**config.mk**
```make
export PLATFORM = sky130hd
export DESIGN_NAME = reg_inuse_tracker
export DESIGN_NICKNAME = d
export VERILOG_FILES = /design/src/rtl/reg_inuse_tracker_pkg.sv /design/src/rtl/reg_inuse_retire_match.sv /design/src/rtl/reg_inuse_tracker.sv
export SDC_FILE = /design/constraint.sdc
export NUM_CORES = 1
export LEC_CHECK = 0
export ABC_CLOCK_PERIOD_IN_PS = 5600
export CORE_MARGIN = 1
export CORE_UTILIZATION = 30
export CTS_BUF_LIST = sky130_fd_sc_hd__clkbuf_8 sky130_fd_sc_hd__clkbuf_16
export DETAILED_ROUTE_END_ITERATION = 6
export RECOVER_POWER = 100
export REMOVE_ABC_BUFFERS = 1
export SLEW_MARGIN = 20
export SYNTH_ARGS = -nofsm -noshare
export SYNTH_HDL_FRONTEND = slang
export SYNTH_HIERARCHICAL = 1
export SYNTH_SLANG_ARGS = --single-unit
```
**constraint.sdc**
```tcl
create_clock -name clk -period 5.6 [get_ports clk]
set_clock_uncertainty 0.1 [all_clocks]
set_input_delay 1.4 -clock clk [delete_from_list [all_inputs] [get_ports clk]]
set_output_delay 1.4 -clock clk [all_outputs]
set_load 0.01 [all_outputs]
```
**src/rtl/reg_inuse_tracker_pkg.sv**
```systemverilog
// Shared types for the register in-use scoreboard: sweep FSM states, entry layout
// and default sizing.
package cva5_types;

  localparam int unsigned NUM_REGS_DEF = 32;
  localparam int unsigned ID_W_DEF     = 3;
  localparam int unsigned REG_ADDR_W   = $clog2(NUM_REGS_DEF);

  typedef enum logic {
    INIT  = 1'b0,
    READY = 1'b1
  } reg_inuse_state_t;

  typedef struct packed {
    logic                inuse;
    logic [ID_W_DEF-1:0] tag;
  } reg_inuse_entry_t;

endpackage

```
**src/rtl/reg_inuse_retire_match.sv**
```systemverilog
// Per-register clear vector: an entry clears when any valid retire port names it
// with the producer tag it currently holds. Shared by state update and bypass.
module reg_inuse_retire_match
  import cva5_types::*;
#(
  parameter int unsigned NUM_REGS         = NUM_REGS_DEF,
  parameter int unsigned NUM_RETIRE_PORTS = 2,
  parameter int unsigned ID_W             = ID_W_DEF,
  parameter int unsigned ADDR_W           = $clog2(NUM_REGS)
) (
  input  logic                                         i_en,
  input  logic [NUM_REGS-1:0]                          i_inuse,
  input  logic [NUM_REGS-1:0][ID_W-1:0]                i_tag,
  input  logic [NUM_RETIRE_PORTS-1:0]                  i_retire_valid,
  input  logic [NUM_RETIRE_PORTS-1:0][ADDR_W-1:0]      i_retire_rd_addr,
  input  logic [NUM_RETIRE_PORTS-1:0][ID_W-1:0]        i_retire_id,
  output logic [NUM_REGS-1:0]                          o_clear
);

  // OR-reduce tag-matched hits from every retire port into each register's clear bit
  always_comb begin
    o_clear = '0;
    for (int i = 0; i < NUM_REGS; i++) begin
      for (int r = 0; r < NUM_RETIRE_PORTS; r++) begin
        o_clear[i] = o_clear[i] |
                     (i_en && i_inuse[i] && i_retire_valid[r] &&
                      (i_retire_rd_addr[r] == ADDR_W'(i)) &&
                      (i_retire_id[r] == i_tag[i]));
      end
    end
  end

endmodule

```
**src/rtl/reg_inuse_tracker.sv**
```systemverilog
// Register in-use scoreboard with producer tags and a built-in init/flush sweep.
// Define REG_INUSE_RETIRE_BYPASS_EN to let a matching retire mask lookups in the same cycle.
module reg_inuse_tracker
  import cva5_types::*;
#(
  parameter int unsigned NUM_REGS         = NUM_REGS_DEF,
  parameter int unsigned NUM_READ_PORTS   = 2,
  parameter int unsigned NUM_RETIRE_PORTS = 2,
  parameter int unsigned ID_W             = ID_W_DEF,
  parameter bit          ZERO_REG_EN      = 1'b1
) (
  input  logic                                              clk,
  input  logic                                              rst,
  input  logic                                              flush,
  output logic                                              ready,
  input  logic                                              issued,
  input  logic [$clog2(NUM_REGS)-1:0]                       issued_rd_addr,
  input  logic [ID_W-1:0]                                   issued_id,
  input  logic [NUM_RETIRE_PORTS-1:0]                       retire_valid,
  input  logic [NUM_RETIRE_PORTS-1:0][$clog2(NUM_REGS)-1:0] retire_rd_addr,
  input  logic [NUM_RETIRE_PORTS-1:0][ID_W-1:0]             retire_id,
  input  logic [NUM_READ_PORTS-1:0][$clog2(NUM_REGS)-1:0]   rs_addr,
  output logic [NUM_READ_PORTS-1:0]                         rs_inuse,
  output logic [NUM_READ_PORTS-1:0][ID_W-1:0]               rs_id
);

  localparam int unsigned ADDR_W = $clog2(NUM_REGS);

  reg_inuse_state_t              r_state;
  logic [ADDR_W-1:0]             r_cnt;
  logic                          r_ready;
  logic [NUM_REGS-1:0]           r_inuse;
  logic [NUM_REGS-1:0][ID_W-1:0] r_tag;
  logic [NUM_REGS-1:0]           w_clear;
  logic [NUM_REGS-1:0]           w_bypass;
  logic                          w_active;

  assign w_active = (r_state == READY);
  assign ready    = r_ready;

  reg_inuse_retire_match #(
    .NUM_REGS         (NUM_REGS),
    .NUM_RETIRE_PORTS (NUM_RETIRE_PORTS),
    .ID_W             (ID_W),
    .ADDR_W           (ADDR_W)
  ) u_retire_match (
    .i_en             (w_active),
    .i_inuse          (r_inuse),
    .i_tag            (r_tag),
    .i_retire_valid   (retire_valid),
    .i_retire_rd_addr (retire_rd_addr),
    .i_retire_id      (retire_id),
    .o_clear          (w_clear)
  );

`ifdef REG_INUSE_RETIRE_BYPASS_EN
  assign w_bypass = w_clear;
`else
  assign w_bypass = '0;
`endif

  // Sweep FSM and entry update; issue takes priority over a same-cycle matching retire
  always_ff @(posedge clk or posedge rst) begin
    if (rst) begin
      r_state <= INIT;
      r_cnt   <= '0;
      r_ready <= 1'b0;
      r_inuse <= '0;
      r_tag   <= '0;
    end else if (flush) begin
      r_state <= INIT;
      r_cnt   <= '0;
      r_ready <= 1'b0;
    end else begin
      case (r_state)
        INIT: begin
          r_inuse[r_cnt] <= 1'b0;
          r_tag[r_cnt]   <= '0;
          r_cnt          <= r_cnt + ADDR_W'(1);
          if (r_cnt == ADDR_W'(NUM_REGS - 1)) begin
            r_state <= READY;
            r_ready <= 1'b1;
          end
        end
        READY: begin
          for (int i = 0; i < NUM_REGS; i++) begin
            if (issued && (issued_rd_addr == ADDR_W'(i)) && !(ZERO_REG_EN && (i == 0))) begin
              r_inuse[i] <= 1'b1;
              r_tag[i]   <= issued_id;
            end else if (w_clear[i]) begin
              r_inuse[i] <= 1'b0;
            end
          end
        end
        default: begin
          r_state <= INIT;
          r_cnt   <= '0;
          r_ready <= 1'b0;
        end
      endcase
    end
  end

  // Source lookups; everything reads busy while the sweep is running
  always_comb begin
    rs_inuse = '0;
    rs_id    = '0;
    for (int p = 0; p < NUM_READ_PORTS; p++) begin
      if (w_active) begin
        rs_inuse[p] = r_inuse[rs_addr[p]] & ~w_bypass[rs_addr[p]];
        rs_id[p]    = r_tag[rs_addr[p]];
      end else begin
        rs_inuse[p] = 1'b1;
        rs_id[p]    = '0;
      end
      if (ZERO_REG_EN && (rs_addr[p] == '0)) begin
        rs_inuse[p] = 1'b0;
      end else begin
        rs_inuse[p] = rs_inuse[p];
      end
    end
  end

`ifndef SYNTHESIS
  logic w_dbg_inuse [NUM_REGS];

  // Unpacked view of all in-use bits for waveform and bench inspection
  always_comb begin
    for (int i = 0; i < NUM_REGS; i++) begin
      w_dbg_inuse[i] = r_inuse[i];
    end
  end

  reg_inuse_tracker_chk u_chk (
    .i_clk    (clk),
    .i_rst    (rst),
    .i_ready  (r_ready),
    .i_issued (issued)
  );
`endif

endmodule

// Protocol checker: the issue stage must stall until the clear sweep is done.
module reg_inuse_tracker_chk (
  input logic i_clk,
  input logic i_rst,
  input logic i_ready,
  input logic i_issued
);

  a_issue_when_ready: assert property (@(posedge i_clk) disable iff (i_rst) i_issued |-> i_ready)
    else $error("issued asserted while tracker not ready");

endmodule

```
== After elaboration in Yosys (flattened, before gate mapping) ==
Memory sizes are Yosys's and may differ from the RTL's.
Cells that the tools add are included.

* Flip-flop bits (word level): 135
* ROM bits: 64
* Input bits: 40
* Output and inout bits: 9
* Logic and storage cells: 788
* Memories kept: 2

* Add/subtract/negate cells: 1
* $lt $le $gt $ge: 4
* Equality and inequality tests: 222
* Mux-type cells: 124
* Bitwise gates (word level): 42
* Reductions and logical operators: 326

{| class="wikitable"
|+ Memories
! name !! depth !! bits a word !! read ports !! clocked after Yosys merged registers in !! write ports !! RTL line !! text
|-
| (no name shown) || 32 || 1 || 1 || 0 || 0 || reg_inuse_tracker.sv:110 || <nowiki>rs_inuse[p] = r_inuse[rs_addr[p]] & ~w_bypass[rs_addr[p]];</nowiki>
|-
| (no name shown) || 32 || 1 || 1 || 0 || 0 || reg_inuse_tracker.sv:110 ||
|}

{| class="wikitable"
|+ Operator list
! cell !! count
|-
| logical AND 1 bit || 256
|-
| == test 5 bit (second input constant) || 49
|-
| == test 3 bit || 64
|-
| one-hot mux 93 bit (2 select lines) || 1
|-
| AND reduction 2 bit || 65
|-
| == test 5 x 4 -> 1 bit (second input constant) || 24
|-
| 2-to-1 mux 3 bit || 36
|-
| AND 96 bit || 1
|-
| inverter 96 bit || 1
|-
| inequality test 3 x 1 -> 1 bit (second input constant) || 31
|-
| 2-to-1 mux 1 bit || 78
|-
| inequality test 2 x 1 -> 1 bit (second input constant) || 32
|-
| one-hot mux 32 bit (2 select lines) || 1
|-
| == test 5 x 3 -> 1 bit (second input constant) || 12
|-
| AND 32 bit || 1
|-
| inverter 32 bit || 1
|-
| bitwise OR 1 bit || 32
|-
| binary-select mux 3 bit (select 5 bit) || 2
|-
| == test 5 x 2 -> 1 bit (second input constant) || 6
|-
| zero test 5 bit || 4
|-
| less-than comparator 5 x 6 -> 1 bit (second input constant) || 3
|-
| demux 3 bit (select 5 bit) || 1
|-
| == test 5 x 1 -> 1 bit (second input constant) || 3
|-
| binary-select mux 1 bit (select 5 bit) || 2
|-
| other kinds (8) || 13
|}

== Logic depth before layout (Yosys ltp) ==
Gate-level depths: netlist (run 1).

* Depth in word-level cells: 8
* Mapped depth: 10
* Gate-level depth less buffers: 8

== Cells and area by module ==
Netlist (run 1), hierarchy kept.

{| class="wikitable"
|+ Modules (own cells, without submodules)
! module !! times used !! cells each !! area an instance (sq um) !! seq. area each (sq um)
|-
| reg_inuse_tracker || 1 || 895 || 8991.1 || 3378.2
|-
| reg_inuse_retire_match || 1 || 409 || 3051.7 || 0.0
|}

== Worst setup path after synthesis (run 1) ==
No wires, ideal clock.

* Kind: input -> output
* Start: in rs_addr[0] (netlist bit)
* End: out rs_inuse[0]
* Data arrival time: 2807 ps
* Data required time: 4100 ps
* Slack: 1293 ps
* Cell stages on the path: 5
* Buffers on the path: 2
* Cell sequence: buf_4 -> buf_4 -> mux4_2 -> mux2_2 -> o221a_2

* Longest elaborated chain between the ends: 6
* Elaborated cells on any way between the ends: 9
* Classes of those cells: mux: 5; bitwise: 2; reduce/logical: 1; memory: 1

{| class="wikitable"
|+ Ends and longest elaborated chain
! element !! RTL line !! text
|-
| from (decl) || reg_inuse_tracker.sv:22 || <nowiki>input logic [NUM_READ_PORTS-1:0][$clog2(NUM_REGS)-1:0] rs_addr,</nowiki>
|-
| memory (32 x 1 bit) || n/a ||
|-
| 2-to-1 mux 1 bit (not written as such) || reg_inuse_tracker.sv:110 ||
|-
| inverter 1 bit || reg_inuse_tracker.sv:110 ||
|-
| AND 1 bit || reg_inuse_tracker.sv:110 ||
|-
| 2-to-1 mux 1 bit || reg_inuse_tracker.sv:109 || <nowiki>if (w_active) begin</nowiki>
|-
| 2-to-1 mux 1 bit * || reg_inuse_tracker.sv:116 || <nowiki>if (ZERO_REG_EN && (rs_addr[p] == '0)) begin</nowiki>
|-
| to (decl) || reg_inuse_tracker.sv:23 || <nowiki>output logic [NUM_READ_PORTS-1:0] rs_inuse,</nowiki>
|}

Mark *: on every way between the ends. The rest lies on a longest branch, timed or not. The select of a mux whose other input is x is not followed.

==> flow_summary.toml, run 1 <==
[status]
status = "complete, but fails checks"
violations = "capacitance limit, slew limit"

[drt]
wl_per_cell_um = 26.5
wirelength_mm = 48.4
vias = 11300
viasPerCell = 6.18
postRouteAntennaNets = 0
drcViolationCount = 0
drt_iter0_drc = 1499
drtPass1Iterations = 5

[timing]
fin_crit_ns = 5.42
post-route-period-util = 0.969
setup_viol = 0
hold_viol_final = 0
worstMarginPinSlew_ns = 2.60
finalSetupTns_ns = 0
max_freq_mhz = 184
max_slew_margin = -0.734
setup_ws_ns = 0.176
rsz0062_at_grt = "no"
slew_viol_final = 268

[clock_network]
clockBufferDepth = 2
cts.sinks = 135
post_cts_buffers = 0
cts_tree = "done"
cts-buffers-inserted = 17
cts.htree.levels = 4
insertion_delay_ns = 0.44
cts_hold_buffers = 0
path_clk_slew_ns = 0.06
ctsResizeCount = 0
cts_root_buffer = "clkbuf_16"

[worst_setup_path]
reg2regPathDepth = 7
crit_path_end = "rs_id[1]"
path_max_fanout = 10
required_ns = 4.10
path_cells = "dlygate4sd3_1 -> inv_2 -> mux2_2 -> o221ai_1 -> a221oi_1 -> clkdlybuf4s50_1"
cp-end-kind = "output pin"
startpoint_type = "input pin"
crit_arrival_ns = 3.92
crit_path_start = "rs_addr[2]"
rr_startpoint = "r_state"
reg2reg_to = "r_inuse[16]"
crit_type = "in2out"
slowest_delay_ns = 0.72
reg2reg_slack_ns = 0.20
slowest_stage = "dlygate4sd3_1"

[placement]
place_ws_ns = 0.332
portBuffers = 48
hpwl_mm = 34.1
routabilityCongestion = 1.04

[synth]
synth_commonest_cells = "146 x o21ai_0, 135 x dfrtp_1, 108 x xnor2_1, 98 x nand2_1, 86 x xor2_1"
synth-edff-count = 0
synth_top_area_frac = 0.281
synth_cells = 1304
synth_area_leaders = "dfrtp_1 28%, mux4_2 11%, xnor2_1 7.9%"
synthesis.area_mm2 = 0.0120
synth_ff_type = "dfrtp_1"
ys_types = 74
synth_seq_area_share = 0.281
avgSynthCellArea_um2 = 9.24
synth.most_common_cell = "o21ai_0"
ys_seq_elements = 135
yosys.area.top_type = "dfrtp_1"
synth_warnings = 6
async_flop_share = 1.00

[grt]
use_met2 = 0.352
grt_usage = 0.236
use_met3 = 0.0716
gr-total-overflow = 0
grt_pass1_wl_mm = 71.8
grtUsageMet1 = 0.313
grt_max_degree = 92
grt_pass1_vias = 10800
top_usage_layer = "met2"
antenna_found_initial = 3

[layout]
layout.nets = 1335
utilization = 0.334
drive_gt1_frac = 0.111
synthToLayoutAreaGrowth_pct = 10.0
diodes = 0

[hold_path]
min_path_type = "reg2reg"
hold_depth = 2

[power_and_ir_drop]
ir_drop_uv = 209
powerDensity_mw_per_mm2 = 191
p_leak_nw = 5.05

[die]
core_mm2 = 0.0396
start_util = 0.304
die_h_um = 202
io_pins = 49
design.die.area_mm2 = 0.0409
dieWidth_um = 202
rows = 73

[flow_run]
drv_cap = 5
-- through the flow --
step           area (um^2)  hold WS [ns]  total power [mW]  cells
2_1_floorplan        11400         0.387              1.22   1195
3_5_place_dp         12800         0.427              1.44   1796
4_1_cts              13300         0.448              2.53   1828
5_1_grt              13200         0.457              2.61   1828
6_report             13200         0.430              2.53   1828
3_3_place_gp         12800         0.392              1.43   1796
-- worst max-delay path: cells and delay by family --
| kind | cells | cell delay [ns] |
|---|---|---|
| compound gates | 2 | 0.67 |
| buf+inv | 3 | 1.57 |
| mux | 1 | 0.28 |
-- cell usage in the layout (no fill, tap or decap), types with 10 or more instances in the layout --
master	synthesis	routed
a21oi_1	41	41
a31oi_1	39	39
buf_2	15	10
buf_4	14	20
clkbuf_16	0	17
clkdlybuf4s50_1	0	32
dfrtp_1	135	135
inv_1	24	22
mux2i_1	55	55
mux4_2	57	57
nand2_1	98	99
nand2b_1	10	10
nand3_1	36	36
nand4_1	30	30
nor2_1	64	65
nor2b_1	10	10
nor3_1	43	44
nor4_1	24	26
o21a_1	14	14
o21ai_0	146	148
o22a_1	23	23
o2bb2ai_1	12	12
xnor2_1	108	108
xor2_1	86	86
-- final cells by class --
| class | instances | area [um^2] |
|---|---|---|
| clock buffers | 18 | 439 |
| clock inverters | 14 | 118 |
| fillers | 4107 | 26400 |
| inverters | 25 | 97.6 |
| multi-input cells | 1035 | 7910 |
| flip-flops and latches | 135 | 3380 |
| well taps | 525 | 657 |
| repair buffers | 76 | 644 |
-- where the power goes --
part / total [mW] / internal [mW] / leakage (nW) / switching (mW)
clock network: 1.11 / 0.589 / 0.266 / 0.516
registers: 1.02 / 0.991 / 1.86 / 0.0294
logic: 0.405 / 0.150 / 2.92 / 0.255
total: 2.53 / 1.73 / 5.05 / 0.801
-- cells by family (layout without fill, tap and decap cells) --
| logic type | count (synthesis) | in the layout | share of synthesized area |
|---|---|---|---|
| flops | 135 | 135 | 0.281 |
| fa+ha+maj | 5 | 5 | 0.00519 |
| mux | 128 | 128 | 0.178 |
| xor+xnor | 195 | 195 | 0.142 |
| simple gates | 363 | 363 | 0.155 |
| compound gates | 344 | 344 | 0.179 |
| buf+inv | 134 | 133 | 0.0591 |
-- flip-flops by register name, summed over array words and instances, names as in the netlist --
name,count
r_tag,96
r_state,1
r_inuse,32
ready,1
r_cnt,5
-- layer usage --
layer / share of wire / routed length, um
met1: 0.40 / 19400
met2: 0.44 / 21100
met3: 0.12 / 5830
met4: 0.043 / 2060
met5: 0.00068 / 33
-- how the worst min path moves through the flow --
stage                       end        start  slack [ns]
finish                    ready        ready        0.43
detailed placement        ready        ready        0.43
global placement          ready        ready        0.39
global route              ready        ready        0.46
floorplan           r_inuse[12]  r_inuse[12]        0.39
CTS                       ready        ready        0.45
Note: power is estimated with default switching activity, not from simulation.
==> run 2: changes to the inputs <==
--- a/config.mk
+++ b/config.mk
@@ -7,7 +7,7 @@
 export LEC_CHECK = 0
 export ABC_CLOCK_PERIOD_IN_PS = 5600
 export CORE_MARGIN = 1
-export CORE_UTILIZATION = 30
+export CORE_UTILIZATION = 45
 export CTS_BUF_LIST = sky130_fd_sc_hd__clkbuf_8 sky130_fd_sc_hd__clkbuf_16
 export DETAILED_ROUTE_END_ITERATION = 6
 export RECOVER_POWER = 100
==> run 2 against run 1 <==
Effect of this change:
- the flow finishes with violations (DRC, capacitance limit, slew limit)
- clock-buffer cell count is 2 higher
- flip-flop and latch count did not move
- global-route usage is 12 points higher
- via count fell by 0.17%
- utilization up 17 points
- sequential share of layout area grew 0.17 points
- total power is 5.3% higher
- sequential power is essentially flat
- non-clock buffer count grew 7
- wire length is 2.5% lower
- critical path depth grew 1
- largest cell class unchanged
==> flow_summary.toml, run 2 (synthesis results as in run 1) <==
[status]
status = "complete, but fails checks"
violations = "DRC, capacitance limit, slew limit"

[die]
design.die.area_mm2 = 0.0274
dieWidth_um = 166
die_h_um = 166
io_pins = 49
rows = 59
start_util = 0.461
core_mm2 = 0.0261

[timing]
worstMarginPinSlew_ns = 3.29
hold_viol_final = 0
finalSetupTns_ns = 0
rsz0062_at_grt = "no"
max_slew_margin = -1.20
fin_crit_ns = 5.33
slew_viol_final = 142
post-route-period-util = 0.952
setup_viol = 0
holdWs_ns = 0.407
max_freq_mhz = 188

[clock_network]
cts.htree.levels = 4
cts-buffers-inserted = 17
insertion_delay_ns = 0.44
cts_root_buffer = "clkbuf_16"
cts_tree = "done"
post_cts_buffers = 0
cts_hold_buffers = 0
clockBufferDepth = 2
cts.sinks = 135
path_clk_slew_ns = 0.07
ctsResizeCount = 0

[worst_setup_path]
cp-end-kind = "output pin"
path_cells = "dlygate4sd3_1 -> mux4_2 -> mux2i_1 -> o211a_1 -> a211oi_1 -> o221a_2 -> clkdlybuf4s50_1"
crit_type = "in2out"
cp_num_buf_inv = 2
crit_arrival_ns = 3.83
rr_startpoint = "r_state"
critPathTopFamily = "buffers and inverters"
startpoint_type = "input pin"
crit_path_start = "rs_addr[2]"
slowest_stage = "dlygate4sd3_1"
slowest_delay_ns = 0.71
path_max_fanout = 5
required_ns = 4.10

[flow_run]
drv_cap = 4

[layout]
final_cell_mix = "147 x o21ai_0, 134 x dfrtp_1, 108 x xnor2_1"
final_common_cell = "o21ai_0"
num-fill-cells = 2471
regMostFlops = "r_tag"
drive_gt1_frac = 0.119
diodes = 0
utilization = 0.504
final_cells = 1645
layout.nets = 1342
largest_reg_flops = 96
synthToLayoutAreaGrowth_pct = 9.41
reg.largest.list = "r_tag x96, r_inuse x32, r_cnt x5"

[power_and_ir_drop]
powerDensity_mw_per_mm2 = 202
p_sw_frac = 0.292
power.internal_mw = 1.89
pwr-share-clk = 0.464
p_leak_nw = 5.14
power_switching_mw = 0.778
ir_drop_uv = 197
power_mw = 2.67
combinationalPowerShare = 0.153
seqPwrFrac = 0.383

[placement]
routabilityCongestion = 1.00
place_inst = 1613
hpwl_mm = 33.3
portBuffers = 48

[drt]
wl_per_cell_um = 28.7
drcViolationCount = 8
viasPerCell = 6.85
postRouteAntennaNets = 0
drt_iter0_drc = 1701
vias = 11300
drtPass1Iterations = 7
wirelength_mm = 47.2

[grt]
grt_usage = 0.356
grt_pass1_wl_mm = 69.8
gr-total-overflow = 0
antenna_found_initial = 1
grt_max_degree = 84
grt_pass1_vias = 10600

[hold_path]
hp-start = "ready"
min_path_type = "reg2reg"
==> run 2: cell types whose count changed in the layout (fill, tap and decap cells not counted), sizes merged <==
cell	before	now
clkdlybuf4s50	32	27
clkinvlp	4	2
dlygate4sd3	5	10
bufinv	0	3
buf	32	41
clkinv	5	2
==> run 2: area by class of cell <==
cell class                 instances  area [um^2]  area share
clock buffer                      20          467      0.0354
clock inverter                    12          163      0.0123
inverter                          25         98.8     0.00750
multi-input combinational       1035         7940       0.602
sequential                       135         3380       0.257
tap                              335          419      0.0318
timing repair buffer              83          711      0.0539
==> run 2: worst paths after layout <==
path | depth (start not counted) | endpoint | slack [ns]
min in group asynchronous | 2 | r_cnt[3] | 1.51
min | 2 | ready | 0.41
min reg2reg | 2 | ready | 0.41
max in group asynchronous | 3 | r_tag[48] | 1.96
max reg2reg | 6 | r_inuse[16] | 1.48
max | 7 | rs_inuse[0] | 0.27
==> run 2: power by group through the flow <==
stage                     combinational, mW  sequential, mW  clock (mW)
after floorplan                       0.197            1.03           0
after global placement                0.397            1.04           0
after detailed placement              0.401            1.04           0
after CTS                             0.403            1.02        1.25
after global routing                  0.430            1.02        1.29
final                                 0.408            1.02        1.24
==> run 2: through the flow <==
step / instance area, um^2 / setup WS (ns)
after floorplan: 11400 / -0.493
after global placement: 12600 / 0.370
after detailed placement: 12600 / 0.353
after CTS: 13200 / 0.357
after global routing: 13200 / 0.204
final: 13200 / 0.270
==> run 2: metal layers <==
layer,GRT usage,part of all wire,vias up
li1,-,-,4801
met1,0.469,0.39,5554
met2,0.534,0.44,749
met3,0.108,0.12,169
met4,0.159,0.047,2
met5,0,0.00025,-
==> run 2: tightest hold or removal path, stage by stage (launching register included) <==
cell and delay (ns):
dfrtp_1 0.34, a21oi_1 0.04, nor2_1 0.08
==> run 3: changes to the inputs <==
==> constraint.sdc (replaced) <==
create_clock -name clk -period 5.6 [get_ports clk]
set_clock_uncertainty 0.1 [all_clocks]
set_input_delay 1.4 -clock clk [delete_from_list [all_inputs] [get_ports clk]]
set_output_delay 1.4 -clock clk [all_outputs]
set_load 0.05 [all_outputs]
==> run 3 against run 2 <==
Effect of this change:
- the run still ends with DRC, capacitance limit, slew limit left
- flip-flop and latch count stayed put
- critical endpoint is now rs_id[4]
- first-iteration DRC count is 6.5% lower
- register-to-register slack better by 1.2 ns
- worst setup slack worse by 0.010 ns
- utilization is 0.067 points lower
- highest routed layer unchanged
- cell count is 0.12% higher
==> flow_summary.toml, run 3 (synthesis results as in run 1) <==
[timing]
max_slew_margin = -0.534
hold_viol_final = 0
setup_viol = 0
rsz0062_at_grt = "no"
slew_viol_final = 112
max_freq_mhz = 187
worstMarginPinSlew_ns = 2.30
post-route-period-util = 0.954
fin_crit_ns = 5.34
holdWs_ns = 0.394

[hold_path]
hold_depth = 2
hp-start = "ready"
min_path_type = "reg2reg"
min_to = "ready"

[worst_setup_path]
crit_path_start = "rs_addr[5]"
reg2regPathDepth = 6
crit_arrival_ns = 3.84
rr_startpoint = "r_state"
startpoint_type = "input pin"
cp-end-kind = "output pin"
crit_type = "in2out"
reg2reg_to = "r_tag[60]"
reg2reg_slack_ns = 2.71
path_max_fanout = 21
required_ns = 4.10

[grt]
gr-total-overflow = 0
grt_pass1_wl_mm = 71.4
grt_max_degree = 76
antenna_found_initial = 1
grt_pass1_vias = 10500
grt_usage = 0.364

[die]
io_pins = 49
design.die.area_mm2 = 0.0274
die_h_um = 166
core_mm2 = 0.0261
dieWidth_um = 166
start_util = 0.461
rows = 59

[drt]
viasPerCell = 6.92
drtPass1Iterations = 7
postRouteAntennaNets = 0
wl_per_cell_um = 29.3
wirelength_mm = 48.3
drcViolationCount = 8
drt_iter0_drc = 1590
vias = 11400

[clock_network]
cts-buffers-inserted = 17
clockBufferDepth = 2
cts_tree = "done"
ctsResizeCount = 0
insertion_delay_ns = 0.44
cts_hold_buffers = 0
path_clk_slew_ns = 0.06
cts.htree.levels = 4
cts_root_buffer = "clkbuf_16"
post_cts_buffers = 0
cts.sinks = 135

[status]
status = "complete, but fails checks"
violations = "DRC, capacitance limit, slew limit"

[layout]
diodes = 0
final_cell_mix = "147 x o21ai_0, 134 x dfrtp_1, 108 x xnor2_1"
utilization = 0.504
reg.largest.list = "r_tag x96, r_inuse x32, r_cnt x5"
largest_reg_flops = 96
final_common_cell = "o21ai_0"
regMostFlops = "r_tag"
final_cells = 1647
drive_gt1_frac = 0.125
layout.nets = 1344
synthToLayoutAreaGrowth_pct = 9.27

[placement]
routabilityCongestion = 1.02
portBuffers = 48
hpwl_mm = 33.5
place_inst = 1615

[flow_run]
drv_cap = 3

[power_and_ir_drop]
ir_drop_uv = 183
power_mw = 2.65
powerDensity_mw_per_mm2 = 202
p_leak_nw = 5.15
run 3: cell count changes in the layout (fill, tap and decap cells not counted), sizes merged:
cell         change
buf              +5
dlygate4sd3      -8
clkinvlp         -1
inv              -2
clkbuf           +3
clkinv           +5
run 3: how the worst max path moves through the flow:
stage,end,slack (ns)
2_1_floorplan,rs_inuse[1],-0.59
3_3_place_gp,rs_id[4],0.44
3_5_place_dp,rs_id[4],0.42
4_1_cts,rs_id[4],0.41
5_1_grt,rs_id[4],0.16
6_report,rs_id[4],0.26
run 3: layout make-up:
class | count | area [um^2]
Fill cell | 2474 | 13000
Timing Repair Buffer | 85 | 709
Clock buffer | 18 | 439
Multi-Input combinational cell | 1035 | 7940
Clock inverter | 14 | 170
Tap cell | 335 | 419
Inverter | 25 | 98.8
Sequential cell | 135 | 3380
run 3: where the power goes:
group	leakage [nW]	total, mW	internal [mW]	switching [mW]
Combinational	2.99	0.415	0.152	0.262
Clock	0.301	1.22	0.716	0.501
Sequential	1.86	1.02	0.991	0.0309
Total	5.15	2.65	1.86	0.794
run 3: critical path, stage by stage:
cell,delay (ns)
clkbuf_2,0.56
clkbuf_2,0.39
mux4_1,0.60
mux4_2,0.47
nand3_1,0.10
nand2_1,0.09
buf_4,0.20
run 3: metrics by stage:
step | worst slack [ns] | cell area, um^2 | setup TNS, ns
6_report | 0.260 | 13200 | 0
5_1_grt | 0.162 | 13200 | 0
4_1_cts | 0.412 | 13200 | 0
3_5_place_dp | 0.418 | 12600 | 0
3_3_place_gp | 0.439 | 12600 | 0
2_1_floorplan | -0.585 | 11400 | -1.66
run 3: metal layers:
metal | routed length [um] | part of all wire | vias to the layer above | GRT usage
met4 | 2040 | 0.042 | 2 | 0.148
met1 | 20000 | 0.41 | 5636 | 0.515
met5 | 8 | 0.00017 | - | 0
met3 | 5890 | 0.12 | 148 | 0.0929
met2 | 20400 | 0.42 | 796 | 0.526
li1 | - | - | 4808 | -
